--- src/rtl/mrma_rr_if.sv ---
// rtl/mrma_rr_if.sv - client/resource handshake bundle for the mrma_rr match arbiter
interface mrma_rr_if #(
    parameter int N = 4,
    parameter int M = 4
);
    logic [N-1:0]   c;
    logic [N-1:0]   ca;
    logic [M-1:0]   r;
    logic [M-1:0]   ra;
    logic [M*N-1:0] cfg;

    modport master (output c, output r, input ca, input ra, input cfg);
    modport slave  (input c, input r, output ca, output ra, output cfg);
endinterface

--- src/rtl/mrma_rr.sv ---
// rtl/mrma_rr.sv - round-robin multi-resource match arbiter holding one-hot client/resource matches
// Optional MRMA_MULTI_MATCH_EN: up to min(N,M) new matches per cycle instead of one.
module mrma_rr #(
    parameter int N = 4,
    parameter int M = 4
) (
    input  logic        clk,
    input  logic        rst,
    mrma_rr_if.slave    bus
);
    localparam int CPW = (N > 1) ? $clog2(N) : 1;
    localparam int RPW = (M > 1) ? $clog2(M) : 1;
    localparam int MN  = M * N;
`ifdef MRMA_MULTI_MATCH_EN
    localparam int NPASS = (N < M) ? N : M;
`else
    localparam int NPASS = 1;
`endif

    logic [MN-1:0]  r_cfg;
    logic [CPW-1:0] r_cptr;
    logic [RPW-1:0] r_rptr;

    logic [N-1:0]   w_ca;
    logic [N-1:0]   w_cm;
    logic [N-1:0]   w_rel;
    logic [M-1:0]   w_ra;
    logic [M-1:0]   w_rm;
    logic [MN-1:0]  w_keep;
    logic [MN-1:0]  w_grant;
    logic [CPW-1:0] w_cptr_nxt;
    logic [RPW-1:0] w_rptr_nxt;

    for (genvar j = 0; j < N; j++) begin : g_col
        logic [M-1:0] w_col;
        for (genvar i = 0; i < M; i++) begin : g_cell
            assign w_col[i]         = r_cfg[i*N+j];
            assign w_keep[i*N+j]    = ~w_rel[j];
        end
        assign w_ca[j] = |w_col;
    end

    for (genvar i = 0; i < M; i++) begin : g_row
        assign w_ra[i] = |r_cfg[i*N +: N];
    end

    assign w_cm  = bus.c & ~w_ca;
    assign w_rm  = bus.r & ~w_ra;
    assign w_rel = ~bus.c & w_ca;

    // First set bit at or after ptr, cyclically; -1 when the mask is empty.
    function automatic int pick_c(input logic [N-1:0] mask, input int ptr);
        int           idx;
        int           res;
        logic [N-1:0] sh;
        res = -1;
        for (int k = N - 1; k >= 0; k--) begin
            idx = ptr + k;
            if (idx >= N) idx = idx - N;
            sh = mask >> idx;
            if (sh[0]) res = idx;
        end
        return res;
    endfunction

    function automatic int pick_r(input logic [M-1:0] mask, input int ptr);
        int           idx;
        int           res;
        logic [M-1:0] sh;
        res = -1;
        for (int k = M - 1; k >= 0; k--) begin
            idx = ptr + k;
            if (idx >= M) idx = idx - M;
            sh = mask >> idx;
            if (sh[0]) res = idx;
        end
        return res;
    endfunction

    // Released resources still show ra=1 here, so a grant can never land on one.
    always_comb begin
        int           gj;
        int           gi;
        logic [N-1:0] cl;
        logic [M-1:0] rl;
        w_grant    = '0;
        w_cptr_nxt = r_cptr;
        w_rptr_nxt = r_rptr;
        cl         = w_cm;
        rl         = w_rm;
        gj         = 0;
        gi         = 0;
        for (int p = 0; p < NPASS; p++) begin
            gj = pick_c(cl, int'(r_cptr));
            gi = pick_r(rl, int'(r_rptr));
            if (gj >= 0 && gi >= 0) begin
                w_grant    = w_grant | (MN'(1) << (gi * N + gj));
                cl         = cl & ~(N'(1) << gj);
                rl         = rl & ~(M'(1) << gi);
                w_cptr_nxt = CPW'((gj + 1 >= N) ? 0 : gj + 1);
                w_rptr_nxt = RPW'((gi + 1 >= M) ? 0 : gi + 1);
            end
        end
    end

    always_ff @(posedge clk or posedge rst) begin
        if (rst) begin
            r_cfg  <= '0;
            r_cptr <= '0;
            r_rptr <= '0;
        end else begin
            r_cfg  <= (r_cfg & w_keep) | w_grant;
            r_cptr <= w_cptr_nxt;
            r_rptr <= w_rptr_nxt;
        end
    end

    assign bus.ca  = w_ca;
    assign bus.ra  = w_ra;
    assign bus.cfg = r_cfg;
endmodule

--- src/flat_wrapper.sv ---
// flat-port wrapper written by rule: the top's interface ports become plain ports
module mrma_rr_flat 
#(
    parameter int N = 4,
    parameter int M = 4
)
  (clk, rst, bus_c, bus_r, bus_ca, bus_ra, bus_cfg);
  mrma_rr_if #(.N(N), .M(M)) bus_i ();
  input  logic clk;
  input  logic rst;
  input wire logic [$bits(bus_i.c)-1:0] bus_c;
  input wire logic [$bits(bus_i.r)-1:0] bus_r;
  output wire logic [$bits(bus_i.ca)-1:0] bus_ca;
  output wire logic [$bits(bus_i.ra)-1:0] bus_ra;
  output wire logic [$bits(bus_i.cfg)-1:0] bus_cfg;
  assign bus_i.c = bus_c;
  assign bus_i.r = bus_r;
  assign bus_ca = bus_i.ca;
  assign bus_ra = bus_i.ra;
  assign bus_cfg = bus_i.cfg;
  mrma_rr #(.N(N), .M(M)) u_core (.clk(clk), .rst(rst), .bus(bus_i));
endmodule
--- config.mk ---
export PLATFORM = sky130hd
export DESIGN_NAME = mrma_rr_flat
export DESIGN_NICKNAME = d
export VERILOG_FILES = /design/src/rtl/mrma_rr_if.sv /design/src/rtl/mrma_rr.sv /design/src/flat_wrapper.sv
export SDC_FILE = /design/constraint.sdc
export NUM_CORES = 1
export LEC_CHECK = 0
export CAP_MARGIN = 20
export CORE_MARGIN = 2
export CORE_UTILIZATION = 48
export DETAILED_ROUTE_END_ITERATION = 12
export GPL_TIMING_DRIVEN = 0
export PLACE_DENSITY = 0.75
export SLEW_MARGIN = 20
export SYNTH_ARGS = -nofsm -noshare
export SYNTH_HDL_FRONTEND = slang
export SYNTH_SLANG_ARGS = --single-unit
--- constraint.sdc ---
create_clock -name clk -period 6.9 [get_ports clk]
set_input_delay 0.69 -clock clk [delete_from_list [all_inputs] [get_ports clk]]
set_output_delay 0.69 -clock clk [all_outputs]
set_load 0.02 [all_outputs]
==> Yosys cells after proc, flatten, opt, wreduce, memory -nomap -nowiden <==
Cells that the tools add are included.
W data, S select, Z words.
{ "totals": {"regBits": 20, "in_bits": 10, "output_inout_bits": 24, "elab_cells": 81} }
{ "classes": {"n_addsub": 17, "n_lt_le_gt_ge": 12, "shifts": 9, "muxes": 19, "n_bitwise": 12, "n_reduce_logical": 9} }
{ "op_table": {"columns": ["cell", "count"], "rows": [
  ["$mux W32", 16],
  ["$ge A32 B4 Y1 const B", 8],
  ["$shr A4 B32 Y1", 8],
  ["$sub A32 B4 Y32 const B", 6],
  ["$add A32 B2 Y32 const B", 2],
  ["$ge A32 B1 Y1 const B", 2],
  ["$add A32 B32 Y32", 1],
  ["$reduce_or A4 Y1", 8],
  ["$shl A1 B32 Y16 const A", 1],
  ["$and A16 B16 Y16", 1],
  ["$mux W16", 1],
  ["$or A16 B16 Y16", 1],
  ["$add A2 B2 Y3 const B", 4],
  ["$and A4 B4 Y4", 3],
  ["$not A4 Y4", 3],
  ["$sub A2 B3 Y4 const B", 2],
  ["$add A2 B1 Y3 const B", 2],
  ["$ge A2 B3 Y1 const B", 2],
  ["$mux W2", 2],
  ["$not A1 Y1", 4],
  ["$logic_and A1 B1 Y1", 1]
]} }

==> Longest topological paths before layout <==
{ "depth": {"depth_word": 12, "ltp_mapped": 19} }

==> Least setup slack after synthesis <==
OpenSTA, ideal clock, no wires.
{ "synth_timing": {"path_kind": "reg2reg", "start": "reg u_core.r_cfg[9] (netlist: u_core.bus.cfg[9])", "end": "reg u_core.r_cfg[1] (netlist: u_core.bus.cfg[1])", "setup_ps": 84, "t_arrival_ps": 5394, "path_slack_ps": 1422, "stages_incl_launch_ff": 17, "n_path_buf": 0, "synth_period_minus_slack_ps": 5478, "path_cell_list": "dfrtp_1 -> or4_1 -> o32a_1 -> mux2_2 -> a31o_2 -> o22ai_1 -> ha_1 -> inv_1 -> fa_1 -> nor2b_1 -> o21ai_0 -> nand2b_1 -> fa_1 -> or4b_2 -> a2111oi_0 -> o2111ai_1 -> o21ai_0"} }
{ "synth_between": {"elab_chain_cells": 12, "word_cells_on_any_way": 32} }
{ "synth_rtl": {"columns": ["element", "line", "text"], "rows": [
  ["from (decl)", "mrma_rr.sv:20", "logic [MN-1:0] r_cfg;"],
  ["from (signal assigned)", "mrma_rr.sv:112", "r_cfg <= (r_cfg & w_keep) | w_grant;"],
  ["$reduce_or A4 Y1 (*)", "mrma_rr.sv:44", "assign w_ra[i] = |r_cfg[i*N +: N];"],
  ["named net bus_ra[2]", "flat_wrapper.sv:14", "output wire logic [$bits(bus_i.ra)-1:0] bus_ra;"],
  ["$not A4 Y4 (*)", "mrma_rr.sv:48", "assign w_rm = bus.r & ~w_ra;"],
  ["$and A4 B4 Y4 (*)", "mrma_rr.sv:48", null],
  ["$shr A4 B32 Y1", "mrma_rr.sv:74", "sh = mask >> idx;"],
  ["$mux W32 (3 in a row)", "mrma_rr.sv:75", "if (sh[0]) res = idx;"],
  ["$mux W32 (*)", "mrma_rr.sv:75", null],
  ["$add A32 B32 Y32 / $ge A32 B1 Y1 (equally long branches)", "mrma_rr.sv:97, mrma_rr.sv:96", null],
  ["$shl A1 B32 Y16 / $logic_and A1 B1 Y1 (equally long branches)", "mrma_rr.sv:97, mrma_rr.sv:96", null],
  ["$mux W16 (*)", "mrma_rr.sv:96", "if (gj >= 0 && gi >= 0) begin"],
  ["$or A16 B16 Y16 (*)", "mrma_rr.sv:112", null]
]} }
Mark *: on every way through the listed nets, which the timed path passes. The rest lies on a longest branch.
A chain may end at the register's enable or synchronous reset.

==> Worst setup path in the final report <==
{ "layout_timing": {"start": "reg u_core.r_cptr[0]", "end": "reg u_core.r_cfg[1] (netlist: u_core.bus.cfg[1])"} }
{ "layout_between": {"elab_chain_cells": 12, "word_cells_on_any_way": 29} }
{ "layout_rtl": {"columns": ["element", "line", "text"], "rows": [
  ["from (decl)", "mrma_rr.sv:21", "logic [CPW-1:0] r_cptr;"],
  ["from (signal assigned)", "mrma_rr.sv:113", "r_cptr <= w_cptr_nxt;"],
  ["$add A2 B2 Y3", "mrma_rr.sv:58", "idx = ptr + k;"],
  ["$sub A32 B4 Y32 / $ge A32 B4 Y1 (equally long branches)", "mrma_rr.sv:59", "if (idx >= N) idx = idx - N;"],
  ["$mux W32", "mrma_rr.sv:59", null],
  ["$shr A4 B32 Y1", "mrma_rr.sv:60", "sh = mask >> idx;"],
  ["$mux W32 (3 in a row)", "mrma_rr.sv:61", "if (sh[0]) res = idx;"],
  ["$mux W32 (*)", "mrma_rr.sv:61", null],
  ["$add A32 B32 Y32 / $ge A32 B1 Y1 (equally long branches)", "mrma_rr.sv:97, mrma_rr.sv:96", null],
  ["$shl A1 B32 Y16 / $logic_and A1 B1 Y1 (equally long branches)", "mrma_rr.sv:97, mrma_rr.sv:96", null],
  ["$mux W16 (*)", "mrma_rr.sv:96", null],
  ["$or A16 B16 Y16 (*)", "mrma_rr.sv:112", null]
]} }
Mark *: on every way between the ends. The rest lies on a longest branch, timed or not.

==> results.py <==
metrics = {
    "placement": {
        "routabilityCongestion": 0.796,
        "placed_cells_incl_taps": 352,
        "port_buffers": 33,
        "placedInstanceArea_sq_um": 2710,
        "hpwl_um": 4380,
        "setup_slack_placement_ns": 0.293,
    },
    "grt": {
        "grt_start_max_net_pins": 21,
        "vias_in_the_first_global_route": 2000,
        "grt_first_pass_wirelength_um": 8980,
        "grtUsageTotal": 0.210,
        "globalRouteOverflowTotal": 0,
        "initial_antenna_violation_count": 0,
    },
    "synthesis": {
        "netlist_area_sq_um": 2310,
        "synth_seq_area_share": 0.217,
        "synthTopCellsByArea": "sky130_fd_sc_hd__dfrtp_1 22%, sky130_fd_sc_hd__ha_1 17%, sky130_fd_sc_hd__fa_1 6.1%",
        "post_synth_num_cell_types": 59,
        "synthDominantAreaCellType": "sky130_fd_sc_hd__dfrtp_1",
        "synth_enable_flop_cells": 0,
        "yosysWarnings": 0,
        "ys_async_sr_fraction": 1.00,
        "synthDominantCellAreaShare": 0.217,
        "yosys_register_bits": 20,
        "post_synth.cell_area_avg_sq_um": 8.71,
        "syn-num-nets": 313,
        "postSynthCellCount": 265,
        "ys.flop_type": "sky130_fd_sc_hd__dfrtp_1",
    },
    "worst_setup_path": {
        "ff2ff_path_depth": 17,
        "setup.worst_path.end_class": "register",
        "timing.critical_path.cells": "buf_1 > inv_1 > ha_1 > nand2_1 > a2bb2oi_1 > and3_2 > clkbuf_1 > inv_1 > fa_1 > nor2b_1 > o21ai_0 > nand2b_1 > fa_1 > or4b_2 > a2111oi_2 > o2111ai_1 > o21ai_0",
        "critical_path.n_buffers_inverters": 4,
        "regToRegStartpoint": "u_core.r_cptr[0]$_DFFE_PP0P_",
        "worst-endpoint-arrival_ns": 6.25,
        "cp_slowest_stage_delay_ns": 0.68,
        "timing.critical_path.depth": 17,
        "setup.reg_to_reg.worst_slack_ns": 0.83,
        "critical-path-top-delay-family": "compound AO/OA/AOI/OAI gates",
        "worst_path_max_delay_cell": "sky130_fd_sc_hd__or4b_2",
        "worstSetupPathType": "reg -> reg",
        "worst-endpoint-required_ns": 7.08,
        "critical_path.startpoint_type": "register",
        "regToRegEndpoint": "u_core.bus.cfg[1]$_DFF_PP0_",
        "worst-path-max-fanout": 10,
    },
    "timing": {
        "finClkSkew_ns": 0.00388,
        "final_critical_path_setup_slack_ns": 0.826,
        "final_hold_viol_count": 0,
        "number_of_setup_violations_in_the_final_report": 0,
        "final_period_minus_worst_setup_slack_ns": 6.07,
        "pins_over_slew_limit": 0,
        "min_period_over_period": 0.880,
        "grt_setup_unrepaired": "no",
        "setup_tns_ns": 0,
        "tightest_slew_ns": 0.785,
        "maxClockFrequency_mhz": 165,
        "maxSlewHeadroom": 0.476,
    },
    "clock_tree": {
        "cts-buffers-inserted": 3,
        "htree_num_levels": 1,
        "cts.sinks": 20,
        "hold_buffers": 0,
        "cts_tree": "yes",
        "clkTransAtPathRegs_ns": 0.08,
        "clock_path_buffers": 2,
        "cts_root_buffer": "sky130_fd_sc_hd__clkbuf_8",
        "worstSkewPairLatency_ns": 0.26,
    },
    "route": {
        "routed_wirelength_um": 5400,
        "route.antenna.remaining_nets": 0,
        "num_vias": 2135,
        "dr_wl_cell_um": 15.2,
        "drt_first_pass_iters": 5,
        "first_iteration_detailed_routing_drc_count": 123,
        "route.detailed.vias_per_inst": 6.00,
        "drt_drc_violations_left": 0,
    },
    "floorplan": {
        "initial_core_util": 0.492,
        "placementRows": 25,
        "fp.coreArea_sq_um": 4690,
        "die-area_sq_um": 5380,
        "die_w_um": 73.4,
        "num_io_pins": 34,
        "die_height_um": 73.4,
    },
    "power_and_ir_drop": {
        "powerDensity_nw_per_um2": 438,
        "ir_drop_v": 0.000189,
        "static-leakage-power_nw": 1.26,
    },
    "finish": {
        "post_layout_nonfiller_instances": 356,
        "finish.net_count": 351,
        "post_route_design_area_sq_um": 2780,
        "layout-drive-gt1-share": 0.0695,
        "finalCoreUtilization": 0.593,
        "area_delta_synth_final_pct": 20.6,
        "antenna_cells_inserted": 0,
    },
    "run": {
        "maxCapViolations": 0,
    },
    "hold_path": {
        "worstHoldEndpoint": "u_core.bus.cfg[9]$_DFF_PP0_",
        "hold_path_startpoint": "u_core.bus.cfg[9]$_DFF_PP0_",
        "min_path_type": "reg -> reg",
        "min_delay_path_depth": 2,
    },
    "run_status": {
        "run_status": "finished, final reports clean",
    },
}
[report_power, final]
part           total, W  switching (W)  internal [W]
logic          0.000948       0.000553      0.000395
registers      0.000152      0.0000182      0.000134
clock network  0.000118      0.0000403     0.0000775
total           0.00122       0.000611      0.000607
[through the flow]
stage	hold WS [ns]	power, W
3_5_place_dp	0.522	0.00109
5_1_grt	0.580	0.00135
6_report	0.546	0.00122
2_1_floorplan	0.598	0.000865
3_3_place_gp	0.501	0.00106
4_1_cts	0.540	0.00121
[layout by cell type, fill, tap and decap left out, types with 3 or more instances in the layout]
cell type / netlist / routed
sky130_fd_sc_hd__o21a_1: 3 / 3
sky130_fd_sc_hd__nand2_1: 37 / 37
sky130_fd_sc_hd__and2_1: 4 / 4
sky130_fd_sc_hd__clkbuf_8: 0 / 3
sky130_fd_sc_hd__nor2_1: 7 / 7
sky130_fd_sc_hd__fa_1: 7 / 7
sky130_fd_sc_hd__inv_1: 26 / 26
sky130_fd_sc_hd__o31ai_1: 9 / 9
sky130_fd_sc_hd__mux2_2: 3 / 3
sky130_fd_sc_hd__o21ai_0: 14 / 14
sky130_fd_sc_hd__and3_1: 3 / 3
sky130_fd_sc_hd__nand3_1: 5 / 5
sky130_fd_sc_hd__nor4_1: 6 / 6
sky130_fd_sc_hd__nand2b_1: 7 / 7
sky130_fd_sc_hd__dfrtp_1: 20 / 20
sky130_fd_sc_hd__a21o_1: 5 / 5
sky130_fd_sc_hd__nor2b_1: 6 / 6
sky130_fd_sc_hd__clkdlybuf4s50_1: 0 / 33
sky130_fd_sc_hd__o22ai_1: 7 / 7
sky130_fd_sc_hd__o32ai_1: 4 / 4
sky130_fd_sc_hd__or4_1: 4 / 4
sky130_fd_sc_hd__ha_1: 31 / 31
sky130_fd_sc_hd__a21oi_1: 4 / 4
sky130_fd_sc_hd__clkbuf_1: 5 / 5
[flip-flops by register name, indices dropped and copies added, names as in the netlist]
register,count
u_core.r_rptr,2
u_core.r_cptr,2
u_core.bus.cfg,16
[cells in the mapped netlist, types with 4 or more instances]
library cell and n:
sky130_fd_sc_hd__o31ai_1 9, sky130_fd_sc_hd__fa_1 7, sky130_fd_sc_hd__o21ai_0 14, sky130_fd_sc_hd__o32ai_1 4, sky130_fd_sc_hd__a21o_1 5, sky130_fd_sc_hd__or4_1 4, sky130_fd_sc_hd__nor2_1 7, sky130_fd_sc_hd__ha_1 31
sky130_fd_sc_hd__nand2_1 37, sky130_fd_sc_hd__nor2b_1 6, sky130_fd_sc_hd__dfrtp_1 20, sky130_fd_sc_hd__inv_1 26, sky130_fd_sc_hd__a21oi_1 4, sky130_fd_sc_hd__nor4_1 6, sky130_fd_sc_hd__clkbuf_1 5, sky130_fd_sc_hd__and2_1 4
sky130_fd_sc_hd__o22ai_1 7, sky130_fd_sc_hd__nand2b_1 7, sky130_fd_sc_hd__nand3_1 5
[final cells by class]
cell class,count,area [sq um]
inverters,26,97.6
repair buffers,33,330
clock inverters,1,30.0
fillers,439,1910
well taps,54,67.6
clock buffers,3,41.3
plain buffers,8,45.0
multi-input cells,211,1670
flip-flops and latches,20,500
[routing by layer]
layer | global-route usage | part of all wire | vias to the layer above
met1 | 0.291 | 0.46 | 1025
met5 | 0 | 0 | -
li1 | - | - | 1050
met2 | 0.355 | 0.49 | 53
met4 | 0.0687 | 0.015 | 0
met3 | 0.00823 | 0.030 | 7
[tightest hold or removal path: stages, from the launching register on]
cell and delay (ns):
sky130_fd_sc_hd__dfrtp_1 0.38, sky130_fd_sc_hd__nand2_1 0.06, sky130_fd_sc_hd__o21ai_0 0.07
[repair_timing]
action	4_1_cts	5_1_grt
setup buffers	0	0
resized for setup	0	1
endpoints found under the setup margin	0	6
[cells by family (layout without fill, tap and decap cells)]
logic type                 Yosys count  after routing  share of synthesized area
AOI/OAI and AO/OA                   73             73                      0.246
xor gates and xnor gates             1              1                    0.00379
adders and majority gates           38             38                      0.229
buffers and inverters               34             71                     0.0618
DFF                                 20             20                      0.217
muxes                                4              4                     0.0190
and+or+nand+nor                     95             95                      0.224
[worst max path at each step]
stage,startpoint,to,slack [ns]
detailed placement,bus_c[0],u_core.bus.cfg[1]$_DFF_PP0_,0.29
floorplan,u_core.bus.cfg[9]$_DFF_PP0_,u_core.bus.cfg[1]$_DFF_PP0_,1.42
global route,u_core.r_cptr[0]$_DFFE_PP0P_,u_core.bus.cfg[9]$_DFF_PP0_,0.24
global placement,bus_c[0],u_core.bus.cfg[1]$_DFF_PP0_,0.43
finish,u_core.r_cptr[0]$_DFFE_PP0P_,u_core.bus.cfg[1]$_DFF_PP0_,0.83
CTS,u_core.r_cptr[0]$_DFFE_PP0P_,u_core.bus.cfg[1]$_DFF_PP0_,0.33
No activity file was read; power rests on OpenSTA's default activity.
==> patch: new RTL, same flow settings <==
`M` is set to 4 in 3 places; all go to 2.
--- a/src/rtl/mrma_rr_if.sv
+++ b/src/rtl/mrma_rr_if.sv
@@ -2,5 +2,5 @@
 interface mrma_rr_if #(
     parameter int N = 4,
-    parameter int M = 4
+    parameter int M = 2
 );
     logic [N-1:0]   c;
--- a/src/rtl/mrma_rr.sv
+++ b/src/rtl/mrma_rr.sv
@@ -3,5 +3,5 @@
 module mrma_rr #(
     parameter int N = 4,
-    parameter int M = 4
+    parameter int M = 2
 ) (
     input  logic        clk,
--- a/src/flat_wrapper.sv
+++ b/src/flat_wrapper.sv
@@ -3,5 +3,5 @@
 #(
     parameter int N = 4,
-    parameter int M = 4
+    parameter int M = 2
 )
   (clk, rst, bus_c, bus_r, bus_ca, bus_ra, bus_cfg);
Ports: changed (resized bus_cfg, bus_r and bus_ra); port bits go from 34 to 22. No check against the original RTL was run, so the function may have changed too.
==> patch against the unedited design <==
Sequential cell count fell by 9; synthesized area fell by 36%; worst setup slack improved by 640 ps; wire length fell by 37%; power fell by 65%; global-route usage rose by 0.28 points; clock power fell by 63%; final area fell by 36%; critical path type is now primary input to register; largest cell class unchanged.
==> patch: results (changes against the unedited design) <==
Run status
  • Result of the run: completed

GRT
  • Number of global-route vias before repair: 1277 (-36%)
  • Largest net degree at the start of global routing: 12 (-43%)
  • Met1 routing resource usage after global routing: 0.304 (+0.0131)

Place
  • Post-placement cell area: 1760 um^2 (-35%)
  • Placement-stage worst setup slack: 1180 ps (+889 ps)
  • Port bufs: 21 (-36%)
  • Dpl hpwl: 2850 um (-35%)
  • Final weighted congestion in routability-driven placement: 0.838 (+5.3%)

STA
  • Slew margin rel.: 0.557 (+0.0807)
  • Final clock skew: 0.550 ps (-3.33 ps)

Setup path
  • Beginning of the critical path: bus_c[3]
  • Largest incremental delay on the critical path: 650 ps (-30 ps)
  • CP arrival: 5630 ps (-620 ps)
  • Worst setup slack for register-to-register paths: 1670 ps (+840 ps)
  • Kind of cell adding the most delay to the critical path: simple AND/OR/NAND/NOR gates

Routing
  • Routed Wire Length: 3400 um (-37%)
  • Met3 layer wire length in the routed design: 140 um (-13%)
  • DRT met1 WL: 1500 um (-40%)
  • Routed wire length on met2: 1740 um (-34%)

Finish
  • Net count of the finished layout: 219 (-38%)
  • Fraction of layout cells with a size suffix above 1: 0.172 (+0.103)
  • Final design area excluding fillers: 1790 um^2 (-36%)
  • Number of fill cells in the layout: 261 (-41%)

Logic synthesis
  • Seq/Total Area, Yosys: 0.185 (-0.0313)
  • Cell variety after synth: 45 (-24%)
  • Cell types occupying the most area after synthesis: sky130_fd_sc_hd__dfrtp_1 19%, sky130_fd_sc_hd__ha_1 18%, sky130_fd_sc_hd__fa_1 12%

Power
  • Peak supply drop: 0.191 mV (+0.72%)

Min path
  • Start point of the worst hold path: u_core.r_rptr
  • Terminating pin of the worst hold path: u_core.r_rptr

CTS
  • CTS Root Buffer Type: sky130_fd_sc_hd__clkbuf_4
## patch: cell families (layout without fill, tap and decap cells)
| kind of cell | count (synthesis) | in the layout | synth area share |
|---|---|---|---|
| simple gates | 57 | 57 | 0.239 |
| compound gates | 26 | 26 | 0.140 |
| flops | 11 | 11 | 0.185 |
| fa+ha+maj | 30 | 30 | 0.298 |
| buf+inv | 20 | 48 | 0.0599 |
| mux | 8 | 8 | 0.0776 |
## patch: layout make-up
class / count / share of cell area
Buffer: 3 / 0.0126
Clock buffer: 4 / 0.0147
Inverter: 17 / 0.0371
Multi-Input combinational cell: 121 / 0.630
Sequential cell: 11 / 0.154
Tap cell: 33 / 0.0231
Timing Repair Buffer: 24 / 0.129
## patch: report_power, final
| part | internal (mW) | switching (mW) |
|---|---|---|
| sequential | 0.0705 | 0.00795 |
| clock | 0.0224 | 0.0213 |
| combinational | 0.131 | 0.170 |
